$ cat src/rtl/fsqrt_issue_if.sv
// Core-side request/response bus of the fsqrt issue block.
// The core is the master: it presents requests and consumes responses.
// The issue block is the slave: it grants requests and presents results.
interface fsqrt_issue_if #(
    parameter int TAG_W = 5
);
    logic             req_valid;
    logic             req_ready;
    logic [31:0]      req_x;
    logic [TAG_W-1:0] req_tag;

    logic             resp_valid;
    logic             resp_ready;
    logic [31:0]      resp_y;
    logic [TAG_W-1:0] resp_tag;
    logic             resp_exc;

    modport master (
        output req_valid, req_x, req_tag, resp_ready,
        input  req_ready, resp_valid, resp_y, resp_tag, resp_exc
    );

    modport slave (
        input  req_valid, req_x, req_tag, resp_ready,
        output req_ready, resp_valid, resp_y, resp_tag, resp_exc
    );
endinterface

$ cat src/rtl/fsqrt_issue.sv
// Requester side of the fsqrt pipeline.
// Issues core requests straight into a fixed-latency, non-stalling fsqrt
// unit, tracks each operation's tag through a valid/tag shift register that
// mirrors the unit's latency, and parks results in a small FIFO so the core
// can back-pressure without losing any. A credit check (in-flight plus
// buffered < DEPTH) guarantees the FIFO always has room when a result lands.
// DEPTH must be a power of two (>= 2) so the pointers wrap modulo 2*DEPTH.
// The interface instance bound to `core` must use the same TAG_W.
module fsqrt_issue #(
    parameter int LATENCY = 2,
    parameter int TAG_W   = 5,
    parameter int DEPTH   = 4
) (
    input  logic        clk,
    input  logic        rstn,
    fsqrt_issue_if.slave core,
    output logic [31:0] sq_x,
    output logic        sq_enable_in,
    input  logic [31:0] sq_y,
    input  logic        sq_enable_out,
    input  logic        sq_exception,
    output logic        exc_sticky,
    input  logic        exc_clr,
    output logic        proto_err
);

    localparam int AW = $clog2(DEPTH);
    localparam int PW = AW + 1;
    localparam int CW = $clog2(DEPTH + LATENCY + 1);
    localparam int MW = $clog2(LATENCY + 1);
    localparam int EW = 32 + TAG_W + 1;

    localparam logic [CW-1:0] DEPTH_C   = CW'(DEPTH);
    localparam logic [MW-1:0] MASK_DONE = MW'(LATENCY);

    // Valid/tag pipe aligned with the fsqrt unit's internal pipeline.
    logic [LATENCY-1:0] r_vpipe;
    logic [TAG_W-1:0]   r_tpipe [LATENCY];

    // Result FIFO.
    logic [EW-1:0] r_mem [DEPTH];
    logic [PW-1:0] r_wr_ptr;
    logic [PW-1:0] r_rd_ptr;

    // Post-reset mask counter: 0 right after reset, saturates at LATENCY.
    logic [MW-1:0] r_mask_cnt;
    logic          r_exc_sticky;
    logic          r_proto_err;

    logic              w_live;
    logic              w_check_en;
    logic              w_ready;
    logic              w_accept;
    logic              w_vq;
    logic [TAG_W-1:0]  w_tq;
    logic              w_push;
    logic              w_pop;
    logic [PW-1:0]     w_count;
    logic [CW-1:0]     w_inflight;
    logic [CW-1:0]     w_used;

    // Grant requests only once out of reset and only while a credit is free;
    // the decision uses registered state alone, never req_valid.
    assign w_live     = (r_mask_cnt != '0);
    assign w_check_en = (r_mask_cnt == MASK_DONE);
    assign w_count    = r_wr_ptr - r_rd_ptr;
    assign w_used     = w_inflight + CW'(w_count);
    assign w_ready    = w_live && (w_used < DEPTH_C);
    assign w_accept   = core.req_valid && w_ready;

    assign core.req_ready = w_ready;
    assign sq_enable_in   = w_accept;
    assign sq_x           = core.req_x;

    assign w_vq   = r_vpipe[LATENCY-1];
    assign w_tq   = r_tpipe[LATENCY-1];
    assign w_push = w_vq;
    assign w_pop  = core.resp_valid && core.resp_ready;

    assign core.resp_valid = (w_count != '0);
    assign {core.resp_y, core.resp_tag, core.resp_exc} = r_mem[r_rd_ptr[AW-1:0]];

    assign exc_sticky = r_exc_sticky;
    assign proto_err  = r_proto_err;

    // Count operations currently inside the fsqrt unit.
    // NOTE: a combinational block assigns every output a default first, so no path leaves it unassigned and no latch is inferred.
    always_comb begin
        w_inflight = '0;
        for (int i = 0; i < LATENCY; i++) begin
            w_inflight = w_inflight + CW'(r_vpipe[i]);
        end
    end

    // Shift the valid bits; stage 0 takes this cycle's accept.
    // NOTE: sequential state uses non-blocking assignments so every flop samples pre-edge values regardless of statement order.
    always_ff @(posedge clk or negedge rstn) begin
        if (!rstn) begin
            r_vpipe <= '0;
        end else begin
            r_vpipe[0] <= w_accept;
            for (int i = 1; i < LATENCY; i++) begin
                r_vpipe[i] <= r_vpipe[i-1];
            end
        end
    end

    // Shift the tags alongside the valid bits.
    // NOTE: tag and FIFO storage carry no reset; their contents are only ever qualified by reset-cleared valid bits and pointers.
    always_ff @(posedge clk) begin
        r_tpipe[0] <= core.req_tag;
        for (int i = 1; i < LATENCY; i++) begin
            r_tpipe[i] <= r_tpipe[i-1];
        end
    end

    // Write a returning result, paired with its tag, into the FIFO.
    always_ff @(posedge clk) begin
        if (w_push) begin
            r_mem[r_wr_ptr[AW-1:0]] <= {sq_y, w_tq, sq_exception};
        end
    end

    // Advance FIFO pointers on push and pop; both may happen together.
    always_ff @(posedge clk or negedge rstn) begin
        if (!rstn) begin
            r_wr_ptr <= '0;
            r_rd_ptr <= '0;
        end else begin
            if (w_push) r_wr_ptr <= r_wr_ptr + PW'(1);
            if (w_pop)  r_rd_ptr <= r_rd_ptr + PW'(1);
        end
    end

    // Count cycles since reset release; the fsqrt enables are unreset and
    // may carry stale strobes until the pipeline has flushed.
    always_ff @(posedge clk or negedge rstn) begin
        if (!rstn) begin
            r_mask_cnt <= '0;
        end else if (r_mask_cnt != MASK_DONE) begin
            r_mask_cnt <= r_mask_cnt + MW'(1);
        end
    end

    // Sticky exception for FCSR: set on retiring an exception, set beats clear.
    always_ff @(posedge clk or negedge rstn) begin
        if (!rstn) begin
            r_exc_sticky <= 1'b0;
        end else if (w_pop && core.resp_exc) begin
            r_exc_sticky <= 1'b1;
        end else if (exc_clr) begin
            r_exc_sticky <= 1'b0;
        end
    end

    // Flag any disagreement between our valid pipe and the unit's strobe.
    always_ff @(posedge clk or negedge rstn) begin
        if (!rstn) begin
            r_proto_err <= 1'b0;
        end else if (w_check_en && (w_vq != sq_enable_out)) begin
            r_proto_err <= 1'b1;
        end
    end

endmodule

$ cat src/flat_wrapper.sv
// flat-port wrapper written by rule: the top's interface ports become plain ports
module fsqrt_issue_flat 
#(
    parameter int LATENCY = 2,
    parameter int TAG_W   = 5,
    parameter int DEPTH   = 4
)
  (clk, rstn, sq_x, sq_enable_in, sq_y, sq_enable_out, sq_exception, exc_sticky, exc_clr, proto_err, core_req_valid, core_req_x, core_req_tag, core_resp_ready, core_req_ready, core_resp_valid, core_resp_y, core_resp_tag, core_resp_exc);
  fsqrt_issue_if #(.TAG_W(TAG_W)) core_i ();
  input  logic clk;
  input  logic rstn;
  output logic [31:0] sq_x;
  output logic sq_enable_in;
  input  logic [31:0] sq_y;
  input  logic sq_enable_out;
  input  logic sq_exception;
  output logic exc_sticky;
  input  logic exc_clr;
  output logic proto_err;
  input wire logic [$bits(core_i.req_valid)-1:0] core_req_valid;
  input wire logic [$bits(core_i.req_x)-1:0] core_req_x;
  input wire logic [$bits(core_i.req_tag)-1:0] core_req_tag;
  input wire logic [$bits(core_i.resp_ready)-1:0] core_resp_ready;
  output wire logic [$bits(core_i.req_ready)-1:0] core_req_ready;
  output wire logic [$bits(core_i.resp_valid)-1:0] core_resp_valid;
  output wire logic [$bits(core_i.resp_y)-1:0] core_resp_y;
  output wire logic [$bits(core_i.resp_tag)-1:0] core_resp_tag;
  output wire logic [$bits(core_i.resp_exc)-1:0] core_resp_exc;
  assign core_i.req_valid = core_req_valid;
  assign core_i.req_x = core_req_x;
  assign core_i.req_tag = core_req_tag;
  assign core_i.resp_ready = core_resp_ready;
  assign core_req_ready = core_i.req_ready;
  assign core_resp_valid = core_i.resp_valid;
  assign core_resp_y = core_i.resp_y;
  assign core_resp_tag = core_i.resp_tag;
  assign core_resp_exc = core_i.resp_exc;
  fsqrt_issue #(.LATENCY(LATENCY), .TAG_W(TAG_W), .DEPTH(DEPTH)) u_core (.clk(clk), .rstn(rstn), .core(core_i), .sq_x(sq_x), .sq_enable_in(sq_enable_in), .sq_y(sq_y), .sq_enable_out(sq_enable_out), .sq_exception(sq_exception), .exc_sticky(exc_sticky), .exc_clr(exc_clr), .proto_err(proto_err));
endmodule
$ cat config.mk
export PLATFORM = sky130hd
export DESIGN_NAME = fsqrt_issue_flat
export DESIGN_NICKNAME = d
export VERILOG_FILES = /design/src/rtl/fsqrt_issue_if.sv /design/src/rtl/fsqrt_issue.sv /design/src/flat_wrapper.sv
export SDC_FILE = /design/constraint.sdc
export NUM_CORES = 1
export LEC_CHECK = 0
export ABC_CLOCK_PERIOD_IN_PS = 3200
export BUFFER_PORTS_ARGS = -buffer_cell sky130_fd_sc_hd__buf_2
export CORE_UTILIZATION = 48
export DETAILED_ROUTE_END_ITERATION = 8
export PLACE_DENSITY_LB_ADDON = 0.08
export RECOVER_POWER = 25
export SLEW_MARGIN = 20
export SYNTH_ARGS = -nofsm -noshare
export SYNTH_HDL_FRONTEND = slang
export SYNTH_SLANG_ARGS = --single-unit
$ cat constraint.sdc
create_clock -name clk -period 3.2 [get_ports clk]
set_input_delay 0.16 -clock clk [delete_from_list [all_inputs] [get_ports clk]]
set_output_delay 0.16 -clock clk [all_outputs]
set_load 0.01 [all_outputs]
-- Word level (Yosys, flattened, before mapping)
Memories as Yosys holds them, arrays and structs flattened.
Cells that the tools add are included.
- register bits after elaboration: 12
- RAM bits: 162
- output and inout port bits: 75
- logic and storage cells: 30
- memories: 2
- memories (name ; words ; width ; rd ports ; clocked after Yosys merged registers in ; write ports ; RTL line ; text):
    u_core.r_mem ; 4 ; 38 ; 1 ; 0 ; 1 ; fsqrt_issue.sv:41 ; logic [EW-1:0] r_mem [DEPTH];
    u_core.r_tpipe ; 2 ; 5 ; 2 ; 0 ; 2 ; fsqrt_issue.sv:38 ; logic [TAG_W-1:0] r_tpipe [LATENCY];
- add/subtract/negate cells: 6
- order comparisons: 1
- equal/unequal tests: 3
- multiplexer cells: 4
- reduce and logical (&&, ||, !) cells: 8
- operator list (operator ; number):
    adder 3 x 1 -> 3 bit, second input constant ; 2
    logical AND 1 bit ; 5
    two-way mux 1 bit ; 4
    nonzero test 2 bit ; 2
    adder 2 x 3 -> 3 bit ; 1
    less-than comparator 3 bit, second input constant ; 1
    nonzero test 3 bit ; 1
    subtractor 3 bit ; 1
    adder 1 x 1 -> 2 bit ; 1
    adder 2 x 1 -> 2 bit, second input constant ; 1
    equality test 2 bit, second input constant ; 1
    != test 2 bit, second input constant ; 1
    != test 1 bit ; 1

-- Logic depth before layout (Yosys ltp)
Gate-level depths: netlist (run 1).
- depth after elaboration: 5
- gate-level depth with buffers: 7
- depth with buffers taken out: 7

-- Worst setup path before layout (run 1)
No wires, ideal clock.
- path type: reg-to-reg
- from: register u_core.r_wr_ptr[1]
- to: memory u_core.r_mem[1][0] (netlist name) (enable)
- library setup time: 0.399 ns
- arrival: 1.575 ns
- required time: 2.801 ns
- setup slack: 1.226 ns
- cell stages (with the launch flop): 4
- buffers on the path: 0
- period minus slack after synthesis: 1.974 ns
- cells stage by stage: dfrtp_1 > inv_1 > ha_1 > and2_1
- RTL lines (element ; RTL line ; text):
    from (decl) ; fsqrt_issue.sv:42 ; logic [PW-1:0] r_wr_ptr;
    from (signal assigned) ; fsqrt_issue.sv:130 ; if (w_push) r_wr_ptr <= r_wr_ptr + PW'(1);
    to (decl) ; fsqrt_issue.sv:41 ;
Straight into the memory's write port.

-- Worst setup path in the final report (run 1)
- from: register u_core.r_wr_ptr[0]
- to: output sq_enable_in
- longest elaborated chain between the ends: 5
- ends and longest elaborated chain (element ; RTL line ; text):
    subtractor 3 bit ; fsqrt_issue.sv:66 ; assign w_count = r_wr_ptr - r_rd_ptr;
    adder 2 x 3 -> 3 bit ; fsqrt_issue.sv:67 ; assign w_used = w_inflight + CW'(w_count);
    less-than comparator 3 bit ; fsqrt_issue.sv:68 ; assign w_ready = w_live && (w_used < DEPTH_C);
    logical AND 1 bit ; fsqrt_issue.sv:68 ;
    logical AND 1 bit ; fsqrt_issue.sv:69 ; assign w_accept = core.req_valid && w_ready;
    to (decl) ; flat_wrapper.sv:13 ; output logic sq_enable_in;
Every way passes these cells.

==> results.ini, run 1 <==
[timing]
period_minus_slack_ns=2.56
rsz0062_at_grt=no
setup_viol=0
clock-skew-final_ns=0.00922
max_clock_freq_mhz=390
maxSlewHeadroom_pct=47.0
final.setup.tns_ns=0
maxSlewViolCount=0
finalCritPeriodShare_pct=80.1
hold_viol=0
worst_pin_slew_ns=0.795

[finish]
nFillCells=1025
antenna_cells=0
area_delta_synth_final_pct=20.8
drive_above_1_share_pct=38.4
final_nets=495

[die]
ios=151
initial_core_util_pct=49.5
dieArea_um2=14200
rows=42
die_w_um=119
dieHeight_um=119
core_area_um2=13300

[yosys]
yosys_register_bits=174
syn-cell-area_um2=6610
yosysTopAreaCellShare_pct=69.1
ys_warn_count=0
yosys.area.top_type=edfxtp_1
syn_inst=296
synth_area_leaders=edfxtp_1 69%, mux4_2 13%, dfrtp_1 4.5%
synth_compound_area_share_pct=0.833
yosys.area_share.simple_pct=0.966
synth_top_family_by_area=multiplexers
synth_cell_types=28
synthFlopType=edfxtp_1
yosysSeqAreaShare_pct=76.7
ys_async_sr_fraction_pct=6.90
synth_edf_count=152
syn_nets=382
syn_area_per_cell_um2=22.3
synth-adder-area-share_pct=2.01
synthMuxAreaShare_pct=13.4
synthXorXnorAreaFrac_pct=1.17

[power_and_ir_drop]
finalPower_mw=7.13
p_per_area_nw_per_um2=893
power_leakage_nw=2.85
peakVddDrop_mv=0.607

[critical_path]
critPathKind=flop to primary output
setup.worst_path.start=u_core.r_wr_ptr[0]
critical_path_required_ns=3.04
end_kind=primary output
critPathMaxFanout=5
worstPathArrival_ns=2.40
r2r_start=u_core.r_wr_ptr[0]
cp-start-kind=flop

[clock_tree]
clockBufferDepth=2
cts_setup_buffers=0
cts_max_level=4
clkTransAtPathRegs_ns=0.06
insertion_delay_ns=0.41
clkSinkCount=174
cts_hold_buffers=40
cts_root_buf=clkbuf_16
cts_buffers=17
cts_tree=built
cts_resized=0

[worst_hold_path]
hp-class=primary input to flop
hold_start=core_req_valid

[route]
drt-vias-per-instance=5.08
drt_iter0_drc=174
drc_errors=0
first_pass_iters=4
ant_nets=0
wl_mm=11.3
wl_per_cell_um=18.8
vias=3038

[grt]
grt_start_max_net_pins=41
grt-ovfl-total=0
grt_pass1_wl_mm=17.5
antenna_found_initial=0
grt_use_total_pct=17.1
grt_pass1_vias=3327

[placed_design]
port_buffers=86
gp_congestion=0.693
hpwl_mm=6.75

[outcome]
status=completed

[job]
cap_violations=0

final cells by class:
cell class	count	area (um2)	share of cell area (%)
Timing Repair Buffer	135	887	11.1
Multi-Input combinational cell	74	1220	15.2
Inverter	7	26.3	0.329
Clock buffer	24	472	5.91
Clock inverter	8	91.3	1.14
Sequential cell	174	5070	63.5
Tap cell	176	220	2.76
synthesized netlist by cell type (all sizes together) (2+ instances only):
| library cell | count |
|---|---|
| mux2 | 2 |
| nor3 | 2 |
| clkbuf | 2 |
| edfxtp | 152 |
| o21ai | 2 |
| and2 | 4 |
| ha | 9 |
| dfrtp | 12 |
| inv | 7 |
| xor2 | 3 |
| nand2 | 2 |
| mux4 | 38 |
| buf | 39 |
| dfxtp | 10 |
| xnor2 | 3 |
where the power goes:
group          internal, mW  total [mW]  switching (mW)
registers              2.89        3.00           0.112
logic                  1.02        2.17            1.15
clock network          1.18        1.95           0.771
state kept, by name (all words and copies together) (netlist names):
| signal | cells |
|---|---|
| u_core.exc_sticky | 1 |
| u_core.r_mask_cnt | 2 |
| u_core.r_rd_ptr | 3 |
| u_core.r_wr_ptr | 3 |
| u_core.r_vpipe | 2 |
| u_core.r_tpipe | 10 |
| u_core.proto_err | 1 |
| u_core.r_mem | 152 |
metrics by stage:
stage          hold WS [ns]  instance area (um2)  utilization [%]  worst slack [ns]  cells
2_1_floorplan        -0.136                 6610                -              1.23    296
3_3_place_gp         0.0657                 7030             52.7              1.15    526
3_5_place_dp         0.0720                 7030             52.7              1.07    526
4_1_cts              0.0287                 7990             59.9             0.608    598
5_1_grt              0.0334                 7980             59.8             0.405    598
6_report             0.0443                 7980             59.8             0.638    598
metal layers:
metal | wire, um | global-route usage [%] | vias up
li1 | - | - | 1375
met1 | 4740 | 21.0 | 1542
met2 | 5690 | 27.9 | 86
met3 | 538 | 4.98 | 35
met4 | 301 | 8.13 | 0
met5 | 0 | 0 | -
critical path, stage by stage (launching register included):
cell and delay, ns:
dfrtp_1 0.40, inv_1 0.10, ha_1 0.20, fa_1 0.38, xor3_2 0.29, o21a_1 0.16, nor4b_2 0.27, buf_2 0.19
worst paths after layout:
path	endpoint	slack, ns	cells past startpoint
hold / removal	u_core.r_vpipe[0]	0.04	2
setup reg to reg	u_core.r_rd_ptr[1]	1.15	6
setup / recovery	sq_enable_in	0.64	7
hold reg to reg	u_core.r_tpipe[0][7]	0.33	0
min in group asynchronous	u_core.proto_err	0.33	2
max in group asynchronous	u_core.r_rd_ptr[1]	2.34	2
kinds of logic after synthesis:
logic type               after synthesis
adder cells (fa/ha/maj)               10
AND/OR/NAND/NOR                       10
multiplexers                          40
AO/OA/AOI/OAI                          7
flip-flops                           174
XOR/XNOR                               7
buffers and inverters                 48
cells in the final DEF, fill, tap and decap left out:
cell	Yosys	layout
a21o_1	1	1
a21oi_1	1	1
and2_2	0	4
buf_2	3	77
buf_4	33	9
bufinv_16	0	2
clkbuf_1	2	14
clkbuf_16	0	17
clkbuf_8	0	2
clkinv_1	0	1
clkinv_2	0	4
clkinvlp_4	0	1
dfrtp_1	12	10
dfrtp_2	0	2
dfxtp_1	10	10
dlygate4sd3_1	0	40
edfxtp_1	152	152
fa_1	1	1
ha_1	9	9
inv_1	7	7
mux2_2	1	1
mux2_4	1	1
mux4_2	38	38
nand2_1	2	2
nor3_1	2	2
nor4b_2	1	1
o211ai_1	1	1
o21a_1	1	1
o21ai_0	1	1
o21ai_4	1	1
o22ai_1	1	1
or2_2	1	1
xnor2_1	3	3
xor2_1	3	3
xor3_2	1	1
Note: power is estimated with default switching activity, not from simulation.
==> run 2, diff against run 1 <==
--- a/config.mk
+++ b/config.mk
@@ -5,7 +5,8 @@
 export SDC_FILE = /design/constraint.sdc
 export NUM_CORES = 1
 export LEC_CHECK = 0
-export ABC_CLOCK_PERIOD_IN_PS = 3200
+export ABC_AREA = 1
+export ABC_CLOCK_PERIOD_IN_PS = 2300
 export BUFFER_PORTS_ARGS = -buffer_cell sky130_fd_sc_hd__buf_2
 export CORE_UTILIZATION = 48
 export DETAILED_ROUTE_END_ITERATION = 8
==> constraint.sdc (replaced) <==
create_clock -name clk -period 2.3 [get_ports clk]
set_input_delay 0.115 -clock clk [delete_from_list [all_inputs] [get_ports clk]]
set_output_delay 0.115 -clock clk [all_outputs]
set_load 0.01 [all_outputs]
==> results.ini, run 2 <==
[critical_path]
cp-start-kind=flop
critical_path_required_ns=2.18  ; -0.86 ns
path_cells=ha_4 -> fa_2 -> inv_1 -> nand2_2 -> inv_1 -> nand3_2 -> nand3_2 -> nor2_2 -> buf_2
rr_worst_depth=7  ; +1
critPathMaxFanout=3  ; -2
crit_slowest_cell=fa_2
end_kind=primary output
critPathKind=flop to primary output
critPathMaxStageDelay_ns=0.52  ; +0.12 ns
worstPathArrival_ns=2.09  ; -0.31 ns

[finish]
nFillCells=1117  ; +9.0%
most-common-layout-cells=152 x edfxtp_1, 79 x nor2_1, 76 x buf_2, 71 x o21ai_0, 42 x dlygate4sd3_1
area_delta_synth_final_pct=22.0
final_common_cell=edfxtp_1
largest_register_ffs=152  ; unchanged
final_nets=696  ; +41%
register_area_um2=5070  ; about the same
fin_area_um2=8350  ; +4.7%
antenna_cells=0  ; unchanged
stdcell_count=803  ; +34%
multi_input_area_um2=1320  ; +8.5%
drive_above_1_share_pct=23.6  ; -15 points

[timing]
maxSlewViolCount=0  ; unchanged
hold_viol=0  ; unchanged
period_minus_slack_ns=2.21
worst_pin_slew_ns=0.695  ; -0.100 ns
setup_ws_ns=0.0919  ; -0.546 ns
finalCritPeriodShare_pct=96.0
setup_viol=0  ; unchanged
maxSlewHeadroom_pct=53.7  ; +6.7 points
clock-skew-final_ns=0.00891  ; -0.000310 ns
max_clock_freq_mhz=453

[clock_tree]
cts_root_buf=clkbuf_16
cts_max_level=4  ; unchanged
clkSinkCount=174  ; unchanged
clkTransAtPathRegs_ns=0.06  ; about the same
cts_tree=built
insertion_delay_ns=0.42  ; about the same
cts_buffers=17  ; unchanged
clockBufferDepth=2  ; unchanged

[yosys]
syn-cell-area_um2=6850  ; +3.7%
syn_area_per_cell_um2=13.7  ; -39%
syn_inst=501  ; +69%
synthTopCellsByCount=152 x edfxtp_1, 80 x nor2_1, 71 x o21ai_0
synth_cell_types=28  ; unchanged
ys_async_sr_fraction_pct=6.90  ; unchanged
ys_warn_count=0  ; unchanged
synthFlopType=edfxtp_1
syn_nets=587  ; +54%
synth_area_leaders=edfxtp_1 67%, o21ai_0 5.2%, dfrtp_1 4.4%
synth_edf_count=152  ; unchanged
yosys.area.top_type=edfxtp_1
yosysMostFrequentCell=edfxtp_1
yosysTopAreaCellShare_pct=66.7  ; -2.4 points
yosys_register_bits=174  ; unchanged
yosysSeqAreaShare_pct=74.0  ; -2.7 points

[power_and_ir_drop]
power_leakage_nw=3.12  ; +9.7%
p_per_area_nw_per_um2=1320  ; +47%
finalPower_mw=11.0  ; +54%
peakVddDrop_mv=0.636  ; +4.9%

[placed_design]
port_buffers=86  ; unchanged
place_ws_ns=0.291  ; -0.776 ns
hpwl_mm=7.52  ; +11%
place_inst=725  ; +38%
dpl-instance-area_um2=7230  ; +2.8%
gp_congestion=0.797  ; +15%

[die]
core_area_um2=13900  ; +4.0%
ios=151  ; unchanged
dieHeight_um=121  ; +1.8%
rows=43  ; +2.4%
initial_core_util_pct=49.3  ; -0.16 points
die_w_um=121  ; +1.8%
dieArea_um2=14700  ; +3.6%

[route]
drt-vias-per-instance=5.15  ; +1.5%
wl_mm=13.4  ; +19%
first_pass_iters=4  ; unchanged
drt_iter0_drc=227  ; +30%
wl_per_cell_um=16.7  ; -11%
ant_nets=0  ; unchanged
drc_errors=0  ; unchanged
vias=4139  ; +36%

[grt]
grt_pass1_wl_mm=20.7  ; +18%
grt_use_total_pct=19.2  ; +2.2 points
grt_pass1_vias=4023  ; +21%
grt_start_max_net_pins=79  ; +93%
grt-ovfl-total=0  ; unchanged
antenna_found_initial=0  ; unchanged

[worst_hold_path]
hold_depth=3  ; +1
hp-class=primary input to flop

[job]
cap_violations=0  ; unchanged

[outcome]
status=completed

## run 2: cell count changes after synthesis, moves of 5 or more
cell	change
o22ai_1	+36
mux4_2	-38
nor2_1	+80
nand3_1	+8
inv_1	+11
o21ai_0	+70
o21ai_1	+5
nand2_1	+24
## run 2: cell type report
cell class                 count  area share (%)
sequential                   174            60.7
tap                          180            2.70
inverter                      21           0.944
timing repair buffer         147            12.1
multi-input combinational    249            15.8
clock inverter                13            2.52
clock buffer                  19            5.30
## run 2: path summary, 6_finish.rpt
check                                          start  slack, ns                    to
worst min-delay path                 core_resp_ready       0.02    u_core.r_rd_ptr[0]
worst max-delay path              u_core.r_rd_ptr[0]       0.09          sq_enable_in
max in group asynchronous                       rstn       1.57    u_core.r_rd_ptr[0]
min in group asynchronous                       rstn       0.24  u_core.r_mask_cnt[0]
worst min register to register  u_core.r_tpipe[0][2]       0.33  u_core.r_tpipe[0][7]
worst max register to register    u_core.r_rd_ptr[0]       0.10     u_core.exc_sticky
## run 2: repair_timing
| item | in CTS | in global routing |
|---|---|---|
| hold buffers | 42 | 0 |
| endpoints found under the setup margin | 3 | 7 |
| resized for setup | 3 | 6 |
| buffers inserted | 4 | 0 |
| endpoints found under the hold margin | 151 | 0 |
| pin swaps | 1 | 1 |
## run 2: metrics by stage
stage / hold WS (ns) / setup TNS, ns / util [%]
global route: 0.0184 / -0.00451 / 60.2
finish: 0.0197 / 0 / 60.2
global placement: 0.0162 / 0 / 52.1
detailed placement: 0.0229 / 0 / 52.1
CTS: 0.00732 / 0 / 60.1
floorplan: -0.181 / 0 / -
## run 2: cell families (layout without fill, tap and decap cells)
logic type,Yosys count,after routing,synth area share [%]
buf+inv,78,200,7.20
compound gates,117,117,9.37
flops,174,174,74.0
simple gates,118,118,7.02
xor+xnor,4,4,0.512
fa+ha+maj,10,10,1.94
## run 2: critical path: cells and delay by family (launching register included)
family / cells / cell delay [ns]
fa+ha+maj: 2 / 0.69
flops: 1 / 0.44
simple gates: 4 / 0.30
buf+inv: 3 / 0.24
## run 2: routing by layer
layer  up-vias  track usage (%)  routed length (um)
met1      2015             24.5                6010
met3        40             4.61                 547
li1       1995                -                   -
met4         0             10.0                 348
met2        89             30.6                6480
met5         -                0                   0
## run 2: where the power goes
part / switching [mW] / internal (mW) / leakage (nW)
combinational: 2.36 / 1.36 / 1.20
clock: 1.16 / 1.96 / 0.314
sequential: 0.167 / 3.99 / 1.61
==> run 3, diff against run 2 <==
--- a/config.mk
+++ b/config.mk
@@ -11,7 +11,6 @@
 export CORE_UTILIZATION = 48
 export DETAILED_ROUTE_END_ITERATION = 8
 export PLACE_DENSITY_LB_ADDON = 0.08
-export RECOVER_POWER = 25
 export SLEW_MARGIN = 20
 export SYNTH_ARGS = -nofsm -noshare
 export SYNTH_HDL_FRONTEND = slang
==> results.ini, run 3 (synthesized netlist as in run 2, its figures left out) <==
[grt]
grt_start_max_net_pins=79  ; unchanged
grt-ovfl-total=0  ; unchanged
antenna_found_initial=0  ; unchanged
grt_pass1_wl_mm=20.7  ; unchanged
grt_use_total_pct=19.2  ; unchanged
grt_pass1_vias=4023  ; unchanged

[worst_hold_path]
hold_depth=3  ; unchanged
hold_end=u_core.r_rd_ptr[0]
hp-class=primary input to flop
hold_start=core_resp_ready

[power_and_ir_drop]
p_sw_mw=3.68  ; about the same
power_frac_seq_pct=37.8  ; about the same
p_per_area_nw_per_um2=1310  ; -0.13%
p_clk_share_pct=28.4  ; about the same
finalPower_mw=11.0  ; about the same
power_leakage_nw=3.15  ; +0.88%
switching_share_pct=33.5  ; about the same
p_int_mw=7.31  ; about the same
p_comb_share_pct=33.9  ; about the same
peakVddDrop_mv=0.636  ; about the same

[placed_design]
gp_congestion=0.797  ; unchanged
hpwl_mm=7.52  ; unchanged
port_buffers=86  ; unchanged
dpl-instance-area_um2=7230  ; unchanged

[route]
vias=4142  ; +0.072%
drt-vias-per-instance=5.16  ; about the same
first_pass_iters=4  ; unchanged
drt_iter0_drc=224  ; -1.3%
drc_errors=0  ; unchanged
wl_per_cell_um=16.7  ; +0.19%
ant_nets=0  ; unchanged
wl_mm=13.4  ; +0.19%

[die]
ios=151  ; unchanged
rows=43  ; unchanged
dieArea_um2=14700  ; unchanged
initial_core_util_pct=49.3  ; unchanged
die_w_um=121  ; unchanged
dieHeight_um=121  ; unchanged
core_area_um2=13900  ; unchanged

[outcome]
status=completed

[timing]
hold_viol=0  ; unchanged
clock-skew-final_ns=0.00887  ; -0.0000398 ns
worst_pin_slew_ns=0.582  ; -0.113 ns
finalCritPeriodShare_pct=96.0  ; about the same
maxSlewViolCount=0  ; unchanged
max_clock_freq_mhz=453  ; about the same
period_minus_slack_ns=2.21  ; -0.00000270 ns
maxSlewHeadroom_pct=61.2  ; +7.5 points
setup_viol=0  ; unchanged

[clock_tree]
cts_root_buf=clkbuf_16
clockBufferDepth=2  ; unchanged
clkTransAtPathRegs_ns=0.06  ; about the same
cts_tree=built
cts_max_level=4  ; unchanged
insertion_delay_ns=0.42  ; about the same
cts_buffers=17  ; unchanged
clkSinkCount=174  ; unchanged

[critical_path]
critPathKind=flop to primary output
end_kind=primary output
cp-start-kind=flop
critPathMaxFanout=3  ; unchanged
worstPathArrival_ns=2.09  ; about the same
r2r_slack_ns=0.10  ; about the same
r2r_start=u_core.r_rd_ptr[0]
rr_endpoint=u_core.exc_sticky
critical_path_required_ns=2.18  ; about the same
rr_worst_depth=7  ; unchanged

[finish]
fin_area_um2=8370  ; +0.15%
nFillCells=1118  ; +0.090%
final_nets=696  ; unchanged
final_common_cell=edfxtp_1
antenna_cells=0  ; unchanged
largest_register_ffs=152  ; unchanged
area_delta_synth_final_pct=22.2
most-common-layout-cells=152 x edfxtp_1, 86 x buf_2, 79 x nor2_1, 71 x o21ai_0, 42 x dlygate4sd3_1
drive_above_1_share_pct=25.2  ; +1.6 points

[job]
cap_violations=0  ; unchanged

run 3: changes by cell type in the layout (fill, tap and decap cells not counted):
cell,delta
buf_2,+10
clkbuf_1,-10
run 3: how the worst max path moves through the flow:
stage | endpoint | cells after the start | startpoint
floorplan | u_core.r_mem[1][0] | 4 | u_core.r_wr_ptr[1]
global placement | sq_enable_in | 11 | u_core.r_wr_ptr[0]
detailed placement | sq_enable_in | 11 | u_core.r_wr_ptr[0]
CTS | sq_enable_in | 9 | u_core.r_rd_ptr[0]
global route | sq_enable_in | 11 | u_core.r_wr_ptr[0]
finish | sq_enable_in | 9 | u_core.r_rd_ptr[0]
run 3: per-layer routing:
layer | track usage (%) | up-vias | share of wire [%]
met4 | 10.0 | 0 | 2.6
li1 | - | 1997 | -
met1 | 24.5 | 2011 | 45
met2 | 30.6 | 94 | 48
met5 | 0 | - | 0
met3 | 4.61 | 40 | 4.3
run 3: through the flow:
step                      worst slack (ns)  setup TNS, ns  instances  hold WS (ns)  utilization [%]
after floorplan                      0.462              0        501        -0.181                -
after global placement               0.427              0        725        0.0162             52.1
after detailed placement             0.291              0        725        0.0229             52.1
after CTS                          0.00980              0        803       0.00732             60.1
after global routing              -0.00451       -0.00451        803        0.0184             60.3
final                               0.0919              0        803        0.0197             60.3
run 3: cell type report:
type                       instances  area [um2]  share of cell area, %
tap                              180         225                   2.69
clock inverter                    13         210                   2.51
timing repair buffer             147        1020                   12.2
inverter                          21        78.8                  0.942
multi-input combinational        249        1320                   15.8
clock buffer                      19         443                   5.29
sequential                       174        5070                   60.6
run 3: repair_timing:
| action | in CTS | in global routing |
|---|---|---|
| resized for setup | 3 | 6 |
| setup endpoints to repair | 3 | 7 |
| hold buffers | 42 | 0 |
| endpoints found under the hold margin | 151 | 0 |
| buffers inserted | 4 | 0 |
| pin swaps | 1 | 1 |
run 3: worst max-delay path: stages (launching register included):
cell and delay [ns]:
dfrtp_2 0.44, ha_4 0.17, fa_2 0.52, inv_1 0.05, nand2_2 0.06, inv_1 0.05
nand3_2 0.06, nand3_2 0.08, nor2_2 0.10, buf_2 0.14
run 3: power by group through the flow:
stage	logic, mW	clock network, mW	registers, mW
3_5_place_dp	3.52	0	4.22
2_1_floorplan	2.37	0	4.19
5_1_grt	4.13	3.30	4.19
3_3_place_gp	3.46	0	4.21
4_1_cts	3.72	3.17	4.15
6_report	3.72	3.12	4.15
